==> config.mk <==
export PLATFORM = sky130hd
export DESIGN_NAME = div_ctrl
export DESIGN_NICKNAME = d
export VERILOG_FILES = /design/src/rtl/div_pkg.sv /design/src/rtl/div_core.sv /design/src/rtl/div_ctrl.sv
export SDC_FILE = /design/constraint.sdc
export NUM_CORES = 1
export LEC_CHECK = 0
export ABC_AREA = 1
export BUFFER_PORTS_ARGS = -buffer_cell sky130_fd_sc_hd__buf_2
export CAP_MARGIN = 20
export CORE_UTILIZATION = 50
export CTS_CLUSTER_SIZE = 28
export DETAILED_ROUTE_END_ITERATION = 10
export PLACE_DENSITY = 0.71
export SYNTH_ARGS = -nofsm -noshare
export SYNTH_HDL_FRONTEND = slang
export SYNTH_SLANG_ARGS = --single-unit
export TNS_END_PERCENT = 5
==> constraint.sdc <==
create_clock -name clk_in -period 2.5 [get_ports clk_in]
set_input_delay 0.5 -clock clk_in [delete_from_list [all_inputs] [get_ports clk_in]]
set_output_delay 0.5 -clock clk_in [all_outputs]
set_load 0.05 [all_outputs]
==> src/rtl/div_pkg.sv <==
// Shared encodings for the programmable clock divider.
// Controller states and the smallest legal divisor.
`timescale 1ns/1ps
package div_pkg;

  typedef enum logic [1:0] {
    ST_OFF  = 2'd0,
    ST_RUN  = 2'd1,
    ST_PEND = 2'd2
  } state_e;

  localparam int unsigned DIV_MIN = 2;

endpackage

==> src/rtl/div_core.sv <==
// Period counter and 50%-duty waveform generator.
// Odd divisors use a negedge copy to get the half-cycle.
`timescale 1ns/1ps
module div_core
  import div_pkg::*;
#(
  parameter int CNT_W = 8
) (
  input  logic             clk_i,
  input  logic             rst_ni,
  input  logic [CNT_W-1:0] div_i,
  input  logic             run_i,
  input  logic             load_i,
  output logic             boundary_o,
  output logic             clk_o
);

  logic [CNT_W-1:0] cnt_q;
  logic [CNT_W-1:0] cnt_d;
  logic [CNT_W-1:0] last;
  logic [CNT_W:0]   half;
  logic             act_q;
  logic             p_q;
  logic             p_d;
  logic             n_q;

  // One extra bit so N = 2^CNT_W-1 cannot overflow.
  assign last = div_i - CNT_W'(1);
  assign half = ({1'b0, div_i} + (CNT_W+1)'(1)) >> 1;

  assign boundary_o = act_q && (cnt_q == last);

  // Next count and next high/low level of the posedge phase.
  always_comb begin
    cnt_d = cnt_q + CNT_W'(1);
    if (!run_i || !act_q || boundary_o || load_i) begin
      cnt_d = '0;
    end
    p_d = run_i && ({1'b0, cnt_d} < half);
  end

  // Counter and posedge phase; first active edge starts at cnt 0.
  always_ff @(posedge clk_i or negedge rst_ni) begin
    if (!rst_ni) begin
      act_q <= 1'b0;
      cnt_q <= '0;
      p_q   <= 1'b0;
    end else begin
      act_q <= run_i;
      cnt_q <= cnt_d;
      p_q   <= p_d;
    end
  end

  // Half-cycle delayed copy used to trim odd-N high time.
  always_ff @(negedge clk_i or negedge rst_ni) begin
    if (!rst_ni) begin
      n_q <= 1'b0;
    end else begin
      n_q <= p_q;
    end
  end

  assign clk_o = div_i[0] ? (p_q & n_q) : p_q;

endmodule

==> src/rtl/div_ctrl.sv <==
// Runtime-programmable clock divider with boundary-synchronous
// divisor changes and clean start/stop sequencing.
`timescale 1ns/1ps
module div_ctrl
  import div_pkg::*;
#(
  parameter int CNT_W   = 8,
  parameter int DEF_DIV = 5
) (
  input  logic             clk_in,
  input  logic             rst,
  input  logic             en,
  input  logic             cfg_valid,
  input  logic [CNT_W-1:0] cfg_div,
  output logic             cfg_ready,
  output logic             cfg_err,
  output logic             clk_out,
  output logic             period_tick,
  output logic             busy
);

  localparam logic [CNT_W-1:0] DEF = CNT_W'(DEF_DIV);

  state_e           state_q;
  logic [CNT_W-1:0] div_q;
  logic [CNT_W-1:0] pend_q;
  logic             err_q;

  logic accept;
  logic legal;
  logic boundary;
  logic stop;
  logic load;
  logic run;

  assign cfg_ready = (state_q != ST_PEND);
  assign accept    = cfg_valid && cfg_ready;
  assign legal     = (cfg_div >= CNT_W'(DIV_MIN));

  assign stop = (state_q != ST_OFF) && boundary && !en;
  assign load = boundary && (state_q == ST_PEND);
  assign run  = (state_q != ST_OFF) && !stop;

  assign cfg_err     = err_q;
  assign period_tick = boundary;
  assign busy        = (state_q != ST_OFF);

  // Sequencer: handshake, pending divisor and boundary-only switching.
  always_ff @(posedge clk_in or negedge rst) begin
    if (!rst) begin
      state_q <= ST_OFF;
      div_q   <= DEF;
      pend_q  <= '0;
      err_q   <= 1'b0;
    end else begin
      err_q <= accept && !legal;
      unique case (state_q)
        ST_OFF: begin
          if (accept && legal) div_q <= cfg_div;
          if (en) state_q <= ST_RUN;
        end
        ST_RUN: begin
          if (stop) begin
            // Stopping anyway, so a same-edge accept loads directly.
            state_q <= ST_OFF;
            if (accept && legal) div_q <= cfg_div;
          end else if (accept && legal) begin
            pend_q  <= cfg_div;
            state_q <= ST_PEND;
          end
        end
        ST_PEND: begin
          if (boundary) begin
            div_q   <= pend_q;
            state_q <= en ? ST_RUN : ST_OFF;
          end
        end
        default: state_q <= ST_OFF;
      endcase
    end
  end

  div_core #(
    .CNT_W(CNT_W)
  ) u_core (
    .clk_i     (clk_in),
    .rst_ni    (rst),
    .div_i     (div_q),
    .run_i     (run),
    .load_i    (load),
    .boundary_o(boundary),
    .clk_o     (clk_out)
  );

endmodule

==> metrics <==
Routability Congestion=0.869; Yosys reg bits=30; final core occ=60.6%; ANT nets after route=0; fillers=363; initial antenna violation count=0; FF-to-FF End=u_core.p_q; post-route cell area=0.00223 mm²; CTS tree=built; Synth area leaders=dfrtp_1 (35%), nand2_1 (13%), inv_1 (6.6%); H-tree level count=2; top-count cell post-synth=nand2_1; worst reg2reg path startpoint=div_q[0]; vias in the first global route=1558; met3 WL=71 µm; post-synth top area share=between 30% and 40%; Die Ht=64.4 µm; NumNets Final=~300; worst r2r path cells=14; Synth Area in Adders=6.42%; Synth-to-Final Area Change=14.7%; Top Metal Used=met4; post-CTS setup buffer count=0; Max Transition Viols Final=0; Final Hold Viols=0; Post-synth top flop=dfrtp_1; WL met2=1.82 mm; Longest Clk Path Bufs=2; worst hold slack=roughly 0.27 ns; GR Overflow Total=0; core area=0.00369 mm²; worst slack, placed=-0.00545 ns; worst-case clock skew=~0.013 ns; Setup CP Type=reg -> out; Clk Latency, worst-skew pair=0.28 ns; RSZ-0062 raised after global routing=yes; Mapped Area=0.00195 mm²; Leak Pwr=1.12 nW; Async SR Flop Fraction=100%; compound-gate portion of the synthesized area=12.3%; first-pass GRT wire length=6.86 mm; Worst VDD drop=0.000445 V; crit path launch type=flip-flop; Die Footprint=0.00415 mm²; synth cell count leaders=nand2_1 (66), inv_1 (34), dfrtp_1 (27), nor2_1 (23), o21ai_0 (21); R2R Setup Slk=about 0.07 ns; average cell area after synthesis=7.79 µm²; Post-Syn Nets=between 200 and 300; Total Wirelength=3.70 mm; Setup TNS=-0.333 ns; TritonRoute pass-1 iters=4; P per Cell Area=403 mW/mm²; final setup vio count=2; chip width=64.4 µm; worst path required time=around 2.0 ns; status=finished, violations left; number of hold buffers added after cts=0; CTS Buf Count=5; mux share of post-synthesis cell area=0%; wire per inst=11.4 µm; 1st-iter DRT viols=90; HP Class=in -> async; vias per inst=4.88; largest family of logic cells by synthesized area=simple AND/OR/NAND/NOR gates; Final WS setup=-0.202 ns; sequential fraction of the synthesis area=roughly two fifths; Ys Warns=0; CP Data Arrival Time=between 2 and 2.5 ns; layout cells sized above 1=19.6%; placed wire-length estimate=2.85 mm; # DRC=0; crit-path max FO=1; num ports=17; Yosys top cell by area=dfrtp_1; via count=1581; global router's overall resource usage=21.7%; clock root buffer=clkbuf_8; Cell Area, Placed=~0.0021 mm²; Initial Utilization=between 50% and 60%; n_diodes=0; Synth Area in Simple Gates=27.5%; max_cap viols=0; Power Total=~0.9 mW; failing checks=setup timing; Synth Area in XOR/XNOR=5.84%; Worst setup startpoint=u_core.n_q; largest net degree at the start of global routing=30; Least-Margin Pin Slew=about 0.42 ns; num rows=22; Crit. End Element=output pin; Non-Filler Instances=324; wl on met1=1.79 mm; Reg clk slew, reported paths=0.06 ns; Post-synth EDFFs=0; IO Port Bufs=16; CTS sink cnt=30; Post-Syn Instances=250; Slew HR=71.7%; placed cells=316; distinct cell type count after synthesis=31
## flip-flops by register name (all words and copies together), names as in the netlist
signal,flops
state_q,2
u_core.act_q,1
div_q,8
pend_q,8
u_core.p_q,1
cfg_err,1
u_core.cnt_q,8
u_core.n_q,1
## worst max-delay path by stage
stage                             to  slack [ns]
after detailed placement  u_core.p_q      -0.005
after global routing         clk_out       -0.23
after CTS                    clk_out       -0.22
after floorplan              clk_out         0.1
after global placement       clk_out        0.03
final                        clk_out       -0.20
## layout by cell type, fill, tap and decap left out, drive strengths merged
cell	instances
xor2	7
clkbuf	7
buf	24
dfrtp	27
nand2	69
ha	10
xnor2	6
clkinv	1
dfstp	2
nor3	3
nor4	2
nand4	2
and3	2
nor3b	2
or2	1
o21ai	30
o21a	1
o211ai	3
a21oi	6
inv	35
dfrtn	1
nand3	11
nor2	24
## layer usage
metal | vias to the layer above | GRT usage [%]
met5 | - | 0
met4 | 0 | 6.67
met3 | 2 | 4.75
met2 | 18 | 36.7
met1 | 710 | 27.6
li1 | 851 | -
## worst max-delay path, cell delays in order, from the launching register on
cell,delay [ns]
dfrtn_1,0.32
o21a_2,0.20
buf_8,0.15
## report_power, final
part           switching (mW)  internal [mW]  total, mW
sequential                  0          0.486      0.486
clock                   0.168          0.221      0.389
combinational          0.0171        0.00845     0.0255
## area by class of cell
| class | instances | area (µm²) | share of cell area, % |
|---|---|---|---|
| tap | 48 | 60.1 | 2.69 |
| sequential | 30 | 753 | 33.7 |
| timing repair buffer | 24 | 160 | 7.17 |
| multi-input combinational | 179 | 1040 | 46.4 |
| inverter | 35 | 134 | 5.99 |
| clock inverter | 1 | 5.00 | 0.224 |
| clock buffer | 7 | 86.3 | 3.86 |
## repair_timing
action / CTS / global route
pin swaps: 1 / 0
gates resized for setup: 7 / 2
setup endpoints to repair: 3 / 3
## cells by family (layout without fill, tap and decap cells)
group	after synthesis	count (layout)
simple gates	116	116
compound gates	40	40
buf+inv	41	67
xor+xnor	13	13
fa+ha+maj	10	10
flops	30	30
Power figures use the tool's default switching activity.
